File: src/rtl/rom_loader.sv
// rtl/rom_loader.sv - UART boot loader: receives a framed image, writes ROM, checks XOR, releases the CPU
`timescale 1ns/1ps
module rom_loader #(
    parameter int          ADDR_W    = 8,
    parameter int          TIMEOUT   = 100000,
    parameter logic [7:0]  SYNC_BYTE = 8'hA5
) (
    input  logic              clk,
    input  logic              reset,
    input  logic              rx_valid,
    input  logic [7:0]        rx_data,
    input  logic              cpu_halt,
    output logic              cpu_reset,
    output logic              rom_we,
    output logic [ADDR_W-1:0] rom_waddr,
    output logic [31:0]       rom_wdata,
    output logic              loaded,
    output logic              error,
    output logic [ADDR_W:0]   load_count
);
    localparam int DEPTH = 1 << ADDR_W;
    localparam int TW    = $clog2(TIMEOUT + 1);
    localparam int CW    = ADDR_W + 1;
    localparam logic [TW-1:0] TMO_LAST = TW'(TIMEOUT - 1);

    typedef enum logic [2:0] {
        S_SYNC, S_LEN0, S_LEN1, S_DATA, S_CHECK, S_RUN, S_ERROR
    } state_t;

    state_t            state_q, state_d;
    logic [7:0]        len_lo_q, len_lo_d;
    logic [CW-1:0]     len_q, len_d;
    logic [CW-1:0]     word_idx_q, word_idx_d;
    logic [1:0]        byte_idx_q, byte_idx_d;
    logic [23:0]       asm_q, asm_d;
    logic [7:0]        xor_q, xor_d;
    logic [TW-1:0]     tmo_q, tmo_d;
    logic              cpu_reset_q, cpu_reset_d;
    logic              rom_we_q, rom_we_d;
    logic [ADDR_W-1:0] rom_waddr_q, rom_waddr_d;
    logic [31:0]       rom_wdata_q, rom_wdata_d;
    logic              loaded_q, loaded_d;
    logic              error_q, error_d;
    logic [CW-1:0]     load_count_q, load_count_d;
    logic [15:0]       n16;
    logic              timed;

    always_ff @(posedge clk) begin
        if (reset) begin
            state_q      <= S_SYNC;
            len_lo_q     <= '0;
            len_q        <= '0;
            word_idx_q   <= '0;
            byte_idx_q   <= '0;
            asm_q        <= '0;
            xor_q        <= '0;
            tmo_q        <= '0;
            cpu_reset_q  <= 1'b1;
            rom_we_q     <= 1'b0;
            rom_waddr_q  <= '0;
            rom_wdata_q  <= '0;
            loaded_q     <= 1'b0;
            error_q      <= 1'b0;
            load_count_q <= '0;
        end else begin
            state_q      <= state_d;
            len_lo_q     <= len_lo_d;
            len_q        <= len_d;
            word_idx_q   <= word_idx_d;
            byte_idx_q   <= byte_idx_d;
            asm_q        <= asm_d;
            xor_q        <= xor_d;
            tmo_q        <= tmo_d;
            cpu_reset_q  <= cpu_reset_d;
            rom_we_q     <= rom_we_d;
            rom_waddr_q  <= rom_waddr_d;
            rom_wdata_q  <= rom_wdata_d;
            loaded_q     <= loaded_d;
            error_q      <= error_d;
            load_count_q <= load_count_d;
        end
    end

    always_comb begin
        state_d      = state_q;
        len_lo_d     = len_lo_q;
        len_d        = len_q;
        word_idx_d   = word_idx_q;
        byte_idx_d   = byte_idx_q;
        asm_d        = asm_q;
        xor_d        = xor_q;
        tmo_d        = tmo_q;
        cpu_reset_d  = cpu_reset_q;
        rom_we_d     = 1'b0;
        rom_waddr_d  = rom_waddr_q;
        rom_wdata_d  = rom_wdata_q;
        loaded_d     = loaded_q;
        error_d      = error_q;
        load_count_d = load_count_q;
        n16          = {rx_data, len_lo_q};
        timed        = (state_q == S_LEN0) || (state_q == S_LEN1) ||
                       (state_q == S_DATA) || (state_q == S_CHECK);

        if (timed) begin
            tmo_d = rx_valid ? '0 : tmo_q + 1'b1;
        end

        case (state_q)
            S_SYNC: begin
                cpu_reset_d = 1'b1;
                loaded_d    = 1'b0;
                if (rx_valid && rx_data == SYNC_BYTE) begin
                    state_d = S_LEN0;
                    error_d = 1'b0;
                    tmo_d   = '0;
                end
            end
            S_LEN0: begin
                if (rx_valid) begin
                    len_lo_d = rx_data;
                    state_d  = S_LEN1;
                end
            end
            S_LEN1: begin
                if (rx_valid) begin
                    if (int'(n16) > DEPTH) begin
                        state_d = S_ERROR;
                        error_d = 1'b1;
                    end else begin
                        len_d      = CW'(n16);
                        word_idx_d = '0;
                        byte_idx_d = '0;
                        xor_d      = '0;
                        state_d    = (n16 == 16'd0) ? S_CHECK : S_DATA;
                    end
                end
            end
            S_DATA: begin
                if (rx_valid) begin
                    xor_d      = xor_q ^ rx_data;
                    byte_idx_d = byte_idx_q + 2'd1;
                    case (byte_idx_q)
                        2'd0: asm_d[7:0]   = rx_data;
                        2'd1: asm_d[15:8]  = rx_data;
                        2'd2: asm_d[23:16] = rx_data;
                        default: begin
                            rom_wdata_d = {rx_data, asm_q};
                            rom_waddr_d = word_idx_q[ADDR_W-1:0];
                            rom_we_d    = 1'b1;
                            word_idx_d  = word_idx_q + 1'b1;
                            if (word_idx_d == len_q) begin
                                state_d = S_CHECK;
                            end
                        end
                    endcase
                end
            end
            S_CHECK: begin
                if (rx_valid) begin
                    if (rx_data == xor_q) begin
                        state_d      = S_RUN;
                        cpu_reset_d  = 1'b0;
                        loaded_d     = 1'b1;
                        load_count_d = len_q;
                    end else begin
                        state_d = S_ERROR;
                        error_d = 1'b1;
                    end
                end
            end
            S_RUN: begin
                cpu_reset_d = 1'b0;
                // Reload is only honoured once the CPU has parked itself on a halt.
                if (rx_valid && cpu_halt && rx_data == SYNC_BYTE) begin
                    state_d     = S_LEN0;
                    cpu_reset_d = 1'b1;
                    loaded_d    = 1'b0;
                    tmo_d       = '0;
                end
            end
            default: begin
                error_d     = 1'b1;
                cpu_reset_d = 1'b1;
                loaded_d    = 1'b0;
                if (rx_valid && rx_data == SYNC_BYTE) begin
                    state_d = S_LEN0;
                    error_d = 1'b0;
                    tmo_d   = '0;
                end
            end
        endcase

        if (timed && !rx_valid && tmo_q == TMO_LAST) begin
            state_d     = S_ERROR;
            error_d     = 1'b1;
            cpu_reset_d = 1'b1;
            loaded_d    = 1'b0;
        end
    end

    assign cpu_reset  = cpu_reset_q;
    assign rom_we     = rom_we_q;
    assign rom_waddr  = rom_waddr_q;
    assign rom_wdata  = rom_wdata_q;
    assign loaded     = loaded_q;
    assign error      = error_q;
    assign load_count = load_count_q;
endmodule

File: config.mk
export PLATFORM = sky130hd
export DESIGN_NAME = rom_loader
export DESIGN_NICKNAME = d
export VERILOG_FILES = /design/src/rtl/rom_loader.sv
export SDC_FILE = /design/constraint.sdc
export NUM_CORES = 1
export LEC_CHECK = 0
export CORE_AREA = 2 2 122 147
export DETAILED_ROUTE_END_ITERATION = 6
export DIE_AREA = 0 0 124 149
export SYNTH_ARGS = -nofsm -noshare
export SYNTH_HDL_FRONTEND = slang
export SYNTH_SLANG_ARGS = --single-unit
File: constraint.sdc
create_clock -name clk -period 8.84 [get_ports clk]
set_clock_uncertainty 0.05 [all_clocks]
set_input_delay 2.21 -clock clk [delete_from_list [all_inputs] [get_ports clk]]
set_output_delay 2.21 -clock clk [all_outputs]
set_load 0.02 [all_outputs]
Word-level counts from Yosys, hierarchy flattened:

Cells that the tools add are included.

* logic and storage cells: 142
* bits in writable memories: 0
* output and inout port bits: 53
* memory bits (read-only): 0
* memories: 0
* flip-flop bits (word level): 133
* bits in latches: 0
* bits of input ports: 12

* divide/modulo/power cells: 0
* equality and inequality tests: 31
* multiplexer cells: 48
* bitwise gates (word level): 6
* magnitude comparators: 1
* multipliers: 0
* add/sub/neg operators: 3
* shifts and indexed selects: 0
* reduce and logical (&&, ||, !) cells: 35

Operators with widths (count)
* 17-bit two-way mux: 4
* 9-bit two-way mux: 4
* 17-bit case mux with 2 select lines: 1
* 3-bit two-way mux: 11
* 8-bit two-way mux: 3
* 3-bit AND reduction: 7
* 3-bit by 2-bit inequality test with 1-bit output, second input constant: 6
* 9-bit case mux with 2 select lines: 1
* 17-bit by 1-bit adder with 17-bit output, second input constant: 1
* 17-bit == test, second input constant: 1
* 16-bit by 9-bit > comparator with 1-bit output, second input constant: 1
* 16-bit zero test: 1
* 8-bit case mux with 2 select lines: 1
* 8-bit AND reduction: 2
* 3-bit case mux with 5 select lines: 1
* 1-bit two-way mux: 14
* 2-bit inequality test, second input constant: 7
* 3-bit OR reduction: 4
* 9-bit by 1-bit adder with 9-bit output, second input constant: 1
* 9-bit == test: 1
* 8-bit == test: 1
* 8-bit == test, second input constant: 1
* 2-bit two-way mux: 4
* 4-bit AND reduction: 2
* 27 further kinds: 44

Depth between registers and ports, before layout:

Gate-level depths: netlist of the first run.

* depth after elaboration: 8
* gate-level depth with buffers: 8
* mapped depth without buffers: 7

Worst setup path after synthesis of the first run:

Ideal clock, no wire load.

* kind: input to register
* start point: in rx_data[1]
* end point: reg xor_q[2]
* library setup time: 0.132 ns
* data required time: 8.658 ns
* buffers on the path: 2
* stages: 8
* arrival time: 4.231 ns
* setup slack: 4.426 ns
* cell sequence: buf_4 > or4_4 > or4_4 > a2111o_1 > and2_1 > buf_6 > o21ai_1 > a21oi_1

* word-level cells in the longest chain between the ends: 3

RTL lines
* start: declaration: line 11 `input logic [7:0] rx_data,`
* 16-bit by 9-bit > comparator with 1-bit output: line 126 `if (int'(n16) > DEPTH) begin`
* 2-bit inequality test (no line)
* 4-bit AND reduction (no line)
* end signal: assignment: line 72 `xor_q <= xor_d;`
* end: declaration: line 36 `logic [7:0] xor_q, xor_d;`

No other way between the ends.
A chain may end at the register's enable or synchronous reset.

Worst setup path after layout of the first run:

* start point: in rx_data[1]
* end point: reg xor_q[1]

* word-level cells in the longest chain between the ends: 3
* elaborated cells on any way between the ends: 6
* classes of those cells: order compare: 1; eq/ne: 1; mux: 2; bitwise: 1; reduce/logical: 1

RTL lines (line)
* 16-bit by 9-bit > comparator with 1-bit output or 8-bit XOR (tied branches): 126, 140
* 2-bit inequality test (no line) or 8-bit two-way mux (tied branches)
* 4-bit AND reduction (no line) or 8-bit case mux with 2 select lines (tied branches)

Several ways; a longest one is shown, not always the timed one. The select of a mux whose other input is x is not followed.

==> qor.txt, run 1 <==
GR Util met1: 22.28%
Netlist Area Pre-Place: 0.005873 mm2
Post-DR wirelength/cell: 14.88 um
Io pins: 65
Setup-failing EPs final: 0
Core area: 0.01724 mm2
Hold Path Cell Cnt: 2
Max rail drop VDD: 0.1545 mV
Hold-fix buffers, CTS: 0
CP Buf/Inv Count: 1
Most frequent cells in the layout: 153 x nand2_1, 133 x dfxtp_1, 103 x a21oi_1, 63 x nor2_1, 63 x clkdlybuf4s50_1
Die Y: 149 um
Initial antenna violation count: 0
Most used cell, CP: or4_4
Setup Fix Bufs, Post-CTS: 0
Global-route usage over all layers: 16.94%
Routing usage on met2: 26.51%
DR vias: 5253
Initial Util: 34.06%
Tcrit/Tclk final: 56.45%
Antenna Cells: 0
Vias in the first global route: 4867
# port buffers: 64
Fin. Hold Viols: 0
FF-to-FF Start: state_q[0]
Most Used Layer, Global Route: met2
Reg2reg setup slack: 6040 ps
Gates resized, CTS repair: 0
Clock Path Buffers: 2
Minimum clock period: 4990 ps
First-pass GRT wire length: 24610 um
PwrDens: 230.5 mW/mm2
CP peak stage delay: 650 ps
Worst slew margin: 38.58%
Root Driver: clkbuf_16
Post-route DRC: 0
Worst Setup End Kind: flip-flop
Number of enable flip-flop cells after synthesis: 0
Rows: 53
Worst-Skew Late Latency: 430 ps
Grt total ovfl: 0
Main flop type after synthesis: dfxtp_1
Largest net degree at the start of global routing: 87
Count of cell types in the netlist: 54
Hpwl dp: 9785 um
CTS Buf Count: 17
DRT antenna net count: 0
Top cell family by delay on the critical path: simple AND/OR/NAND/NOR gates
Crit Path Max Fanout: 12
Synth Net Count: 768
Final Max Slew Viols: 0
CTS tree: done
DIE AREA: 0.01848 mm2
Hold_sp: asm_q[13]
Slew @ Worst Pin: 919.6 ps
H-tree levels: 4
R2r worst-path depth: 5
Unrepaired setup endpoints after global routing: false
Share of layout cells above drive strength 1: 5.639%
Min-Delay Endpoint: rom_wdata[13]
Post-synthesis sequential area ratio: 45.33%
GRT met3 Usage: 4.969%
Crit path kind: in2reg
Layout Cell Area excl Fill: 0.007221 mm2
TritonCTS Sinks: 133
Leading cell type in the layout, fill and taps excluded: nand2_1
Post-route setup TNS: 0 ps
Synth warn: 0
Register bit total from synthesis: 133
Final wirelength: 15150 um
Nets@finish: 803
Syn Area/Cell: 7.831 um2
Synthesized instance count: 750
Slowest CP cell: or4_4
Share of async-settable or async-resettable flops after synthesis: 0%
Leakage: 0.002507 uW
Critical path startpoint category: primary input
Layout area overhead: 22.94%
Cell Chain, Critical Path: clkdlybuf4s50_1 > or4_4 > or4_4 > a2111o_1 > and2_1 > o21ai_1 > a21oi_1
Detailed router's first-iteration violation count: 397
Vias per std cell: 5.160
Fmax: 0.2004 GHz
GP Congestion: 0.8424
Hold WC Path Type: reg2reg
Req. time, crit path: 9060 ps
Die width: 124 um
Cell Area, Placed: 0.006618 mm2
Max-cap violations: 0
Worst EP arrival: 5210 ps
DRT Pass-1 Iters: 5
RR Endpoint: state_q[1]
Status: finished, final reports clean
Clk slew on worst S/H paths: 70 ps
[cells in the mapped netlist, types with 2 or more instances]
cell / n / area share (%)
nand2_1: 153 / 9.8
dfxtp_1: 133 / 45
a21oi_1: 103 / 8.8
nor2_1: 64 / 4.1
clkbuf_1: 48 / 3.1
nand3_1: 37 / 3.2
o21ai_0: 24 / 2.0
mux2i_1: 17 / 2.9
xnor2_1: 17 / 2.5
a31oi_1: 13 / 1.4
nand3b_1: 13 / 1.7
and3_1: 12 / 1.3
nor3_1: 12 / 1.0
inv_1: 10 / 0.64
o21ai_1: 8 / 0.68
nand4_1: 7 / 0.75
nor2b_1: 7 / 0.75
ha_1: 6 / 1.3
or3_1: 6 / 0.64
a211oi_1: 4 / 0.51
a311oi_1: 4 / 0.60
nand2b_1: 4 / 0.43
nor4_1: 4 / 0.43
xor2_1: 4 / 0.60
buf_2: 3 / 0.26
o21a_1: 3 / 0.38
a22oi_1: 2 / 0.26
and2_1: 2 / 0.21
nor4b_1: 2 / 0.30
o211ai_1: 2 / 0.26
o31ai_1: 2 / 0.26
or4_4: 2 / 0.38
[registers in the layout, summed over array words and instances (netlist names), 2 cells and up]
register / count
state_q: 3
tmo_q: 17
rom_wdata: 32
len_lo_q: 8
asm_q: 24
byte_idx_q: 2
rom_waddr: 8
word_idx_q: 9
len_q: 9
xor_q: 8
load_count: 9
[worst max-delay path by stage]
| stage | depth (start not counted) | endpoint | start |
|---|---|---|---|
| after floorplan | 8 | xor_q[2] | rx_data[1] |
| after global placement | 7 | xor_q[5] | rx_data[1] |
| after detailed placement | 7 | xor_q[7] | rx_data[1] |
| after CTS | 7 | xor_q[7] | rx_data[1] |
| after global routing | 7 | tmo_q[6] | rx_data[1] |
| final | 7 | xor_q[1] | rx_data[1] |
[logic make-up after synthesis]
family | count (synthesis) | synth area share (%)
xor+xnor | 21 | 3.132
compound gates | 181 | 17.64
simple gates | 329 | 25.44
flops | 133 | 45.33
buf+inv | 63 | 4.282
fa+ha+maj | 6 | 1.278
mux | 17 | 2.897
[per-stage QoR]
step / hold WS [ps] / total power [uW] / setup slack, ps / util [%] / std cells
floorplan: 373.2 / 877.0 / 4426 / - / 750
global placement: 393.0 / 949.6 / 3482 / 38.38 / 986
detailed placement: 396.4 / 950.0 / 3417 / 38.38 / 986
CTS: 405.7 / 1678 / 3859 / 41.88 / 1018
global route: 414.8 / 1745 / 3718 / 41.88 / 1018
finish: 403.2 / 1664 / 3850 / 41.88 / 1018
[per-layer routing]
metal,wire length (um),part of all wire [%]
met1,7101,47
met2,7194,48
met3,643,4.2
met4,206,1.4
met5,0,0
[power breakdown]
part	total, uW	internal [uW]	leakage, uW	switching [uW]
clock network	724	431	0.000287	293
logic	281	94.9	0.00115	186
registers	659	620	0.00107	39.7
[tightest hold or removal path: cells and delay by family, from the launching register on]
kind               cells  cell delay [ps]
DFF                    1              310
and+or+nand+nor        1               50
AOI/OAI and AO/OA      1               50
[final cells by class]
| class | count | area, um2 |
|---|---|---|
| fillers | 1782 | 10020 |
| multi-input cells | 554 | 2967 |
| flip-flops and latches | 133 | 2663 |
| repair buffers | 69 | 675.6 |
| clock buffers | 18 | 439.2 |
| well taps | 220 | 275.3 |
| clock inverters | 14 | 163.9 |
| inverters | 10 | 37.54 |
(Power assumes the default switching activity.)
==> run 2: changes to the inputs <==
Clock period 8.84 ns to 5.2 ns, I/O delays scaled along.
==> qor.txt, run 2 (synthesis results as in run 1) <==
Root Driver: clkbuf_16
Fmax: 0.2520 GHz
Clk slew on worst S/H paths: 60 ps
Most frequent cells in the layout: 153 x nand2_1, 133 x dfxtp_1, 103 x a21oi_1, 63 x nor2_1, 63 x clkdlybuf4s50_1
Leading cell type in the layout, fill and taps excluded: nand2_1
Gates resized, CTS repair: 0
Worst-Skew Late Latency: 430 ps
Worst Setup End Kind: flip-flop
Fin. Hold Viols: 0
R2r worst-path depth: 5
H-tree levels: 4
DRT antenna net count: 0
Max rail drop VDD: 0.2022 mV
Minimum clock period: 3968 ps
First-pass GRT wire length: 24990 um
Post-route DRC: 0
CTS tree: done
Hold WC Path Type: reg2reg
Vias per std cell: 5.209
Max-cap violations: 0
Detailed router's first-iteration violation count: 400
Crit path kind: in2reg
Post-route setup TNS: 0 ps
TritonCTS Sinks: 133
Initial Util: 34.06%
Layout area overhead: 23.75%
Clock Path Buffers: 2
DRT Pass-1 Iters: 5
CTS Buf Count: 17
Worst slew margin: 31.38%
Die width: 124 um
Slowest CP cell: or4_4
DR vias: 5329
Core area: 0.01724 mm2
Rows: 53
Vias in the first global route: 4979
Setup-failing EPs final: 0
Final Core Density: 42.16%
Status: finished, final reports clean
# port buffers: 64
Final Max Slew Viols: 0
Largest net degree at the start of global routing: 97
Hpwl dp: 9938 um
Fillers: 1741
GP Congestion: 0.7915
FF-to-FF Start: state_q[0]
Antenna Cells: 0
Crit Path Max Fanout: 12
Io pins: 65
Global-route usage over all layers: 17.15%
Hold-fix buffers, CTS: 0
Post-DR wirelength/cell: 14.81 um
Reg2reg setup slack: 2390 ps
Cell Area, Placed: 0.006650 mm2
Most used cell, CP: or4_4
Layout Cell Area excl Fill: 0.007268 mm2
Cell Chain, Critical Path: clkdlybuf4s50_1 > or4_4 > or4_4 > a2111o_1 > buf_4 > and2_1 > o21ai_1 > a21oi_1
Path length in cells of the critical path: 8
Tcrit/Tclk final: 76.30%
CP Buf/Inv Count: 2
Top cell family by delay on the critical path: simple AND/OR/NAND/NOR gates
DIE AREA: 0.01848 mm2
Max FFs per register: 32
Nets@finish: 808
PwrDens: 393.7 mW/mm2
CP peak stage delay: 650 ps
Die Y: 149 um
Setup crit end: xor_q[3]
Unrepaired setup endpoints after global routing: false
Grt total ovfl: 0
Final wirelength: 15150 um
Setup Fix Bufs, Post-CTS: 0
Req. time, crit path: 5420 ps
Worst EP arrival: 4180 ps
Critical path startpoint category: primary input
RR Endpoint: state_q[1]
Share of layout cells above drive strength 1: 5.978%
Setup crit start: rx_data[1]
Leakage: 0.002546 uW
Initial antenna violation count: 0
Slew @ Worst Pin: 1029 ps
run 2: through the flow:
| step | hold slack [ps] | setup WS [ps] | power, uW | instances |
|---|---|---|---|---|
| after floorplan | 373.2 | 1696 | 1491 | 750 |
| after global placement | 392.5 | 857.0 | 1625 | 991 |
| after detailed placement | 397.8 | 806.7 | 1627 | 991 |
| after CTS | 405.9 | 1265 | 2884 | 1023 |
| after global routing | 423.8 | 1125 | 2993 | 1023 |
| final | 400.7 | 1232 | 2861 | 1023 |
run 2: metal layers:
layer,vias up,part of all wire [%],GRT usage (%)
li1,2679,-,-
met1,2537,47,22.49
met2,99,47,27.14
met3,14,4.2,4.320
met4,0,1.1,6.292
met5,-,0,0
run 2: how the worst min path moves through the flow:
stage / startpoint / endpoint / slack (ps) / cells after the start
6_report: rom_waddr[4] / rom_waddr[4] / 400 / 2
5_1_grt: rom_wdata[2] / rom_wdata[2] / 420 / 2
4_1_cts: rom_wdata[30] / rom_wdata[30] / 410 / 2
3_5_place_dp: rom_wdata[30] / rom_wdata[30] / 400 / 2
3_3_place_gp: rom_waddr[1] / rom_waddr[1] / 390 / 2
2_1_floorplan: tmo_q[10] / tmo_q[10] / 370 / 1
run 2: tightest hold or removal path, stage by stage (launching register included):
cell and delay, ps:
dfxtp_1 300, nand2_1 50, a21oi_1 50
run 2: layout make-up:
class                   count  area [um2]  share of cell area, %
inverters                  10       37.54                 0.5164
multi-input cells         554        2962                  40.75
repair buffers             74       713.2                  9.812
clock buffers              21       470.5                  6.473
clock inverters            11       147.6                  2.031
well taps                 220       275.3                  3.787
flip-flops and latches    133        2663                  36.63
run 2: power by group:
part           internal (uW)  switching [uW]  leakage, uW
clock                    792             458     0.000303
sequential              1050            70.5      0.00107
combinational            170             317      0.00117
total                   2020             846      0.00255
==> RTL change, RTL diff (config.mk and constraints of run 2) <==
`rom_waddr_q` and `rom_wdata_q` no longer have a reset.
--- a/src/rtl/rom_loader.sv
+++ b/src/rtl/rom_loader.sv
@@ -57,8 +57,6 @@
             tmo_q        <= '0;
             cpu_reset_q  <= 1'b1;
             rom_we_q     <= 1'b0;
-            rom_waddr_q  <= '0;
-            rom_wdata_q  <= '0;
             loaded_q     <= 1'b0;
             error_q      <= 1'b0;
             load_count_q <= '0;
@@ -73,12 +71,15 @@
             tmo_q        <= tmo_d;
             cpu_reset_q  <= cpu_reset_d;
             rom_we_q     <= rom_we_d;
-            rom_waddr_q  <= rom_waddr_d;
-            rom_wdata_q  <= rom_wdata_d;
             loaded_q     <= loaded_d;
             error_q      <= error_d;
             load_count_q <= load_count_d;
         end
+    end
+
+    always_ff @(posedge clk) begin
+        rom_waddr_q <= rom_waddr_d;
+        rom_wdata_q <= rom_wdata_d;
     end
 
     always_comb begin
Formal check against the unedited RTL: not equivalent (Yosys sat finds a counterexample within 10 cycles, from zero or initial values and one cycle with reset high; the reset may be asserted at any time).
==> RTL change against run 2 <==
- non-clock buffer count shrank 2
- worst setup slack lost 0.0037 ns
- largest power group unchanged
- critical path depth decreased by 1
- maximum frequency hardly changed
- sequential share of layout area grew 6.5 points
- final cell count decreased by 13%
- critical path type unchanged
- power up 0.89%
- routed wire length is 13% lower
- sequential cell count unchanged
- die area unchanged
- final area decreased by 2.4%
- first-iteration DRC count fell by 42%
- synthesized area down 3.4%
- count of clock-buffer cells in the layout decreased by 3
==> RTL change: results (changes against run 2) <==
- Status: finished clean
- Avg Inst Size Synth: 9.39 µm² (+20%)
- Crit path DAT: 4.16 ns (-0.02 ns)
- R2R Path End: rom_wdata[29]
- GRT Total Usage: 0.149 (-0.0224)
- WL/cell: 14.8 µm (+0.19%)
- Clock latency on the worst-skew pair: 0.41 ns (-0.02 ns)
- Fill count: 1695 (-2.6%)
- Synth unique cells: 55 (+1.9%)
- EDFF count, synth: 40 (+40)
- Hold Path Sink: rom_wdata[12]
- Maximum clock rate: 252 MHz (about the same)
- Syn nets: 622 (-19%)
- Leakage power: 2.51 nW (-1.4%)
- Fin Hold WS: 0.381 ns (-0.0199 ns)
- Worst Setup SP: rx_data[3]
- # nets final: 672 (-17%)
- Worst hold path cell count: 0 (-2)
- Total Power: 2.89 mW (+0.89%)
- Cell Int Power: 2.11 mW (+4.8%)
- DR iter-0 viols: 233 (-42%)
- Maximum VDD drop: 0.205 mV (+1.6%)
- CP Max Fanout: 11 (-1)
- Share of layout cells above drive strength 1: 0.0586 (-0.00113)
- HP Start: asm_q[12]
- Seq/Total Area, Yosys: 0.540 (+0.0865)
- Top cell types by occurrence after synthesis: dfxtp_1, nand2_1, a21oi_1
[RTL change: cell families after synthesis]
logic type,after synthesis,share of synthesized area
simple gates,229,0.193
mux,10,0.0176
buf+inv,46,0.0329
xor+xnor,21,0.0324
flops,133,0.540
fa+ha+maj,6,0.0132
compound gates,159,0.171
[RTL change: area by class of cell]
class,instances,area (µm²),area share
Timing Repair Buffer,72,696,0.0981
Multi-Input combinational cell,425,2420,0.342
Inverter,5,18.8,0.00265
Clock inverter,12,186,0.0263
Sequential cell,133,3060,0.432
Clock buffer,18,429,0.0605
Tap cell,220,275,0.0388
[RTL change: critical path: stages]
cell	delay, ns
clkdlybuf4s50_1	0.61
or4_4	0.61
or4_1	0.53
nor3_1	0.30
nand2_1	0.32
nand2_1	0.35
a211oi_1	0.13
[RTL change: layer usage]
metal  up-vias  routed length [µm]  global-route usage
li1       2286                   -                   -
met1      2171                5860               0.192
met2       119                6470               0.240
met3        16                 613              0.0382
met4         0                 182              0.0556
met5         -                   0                   0
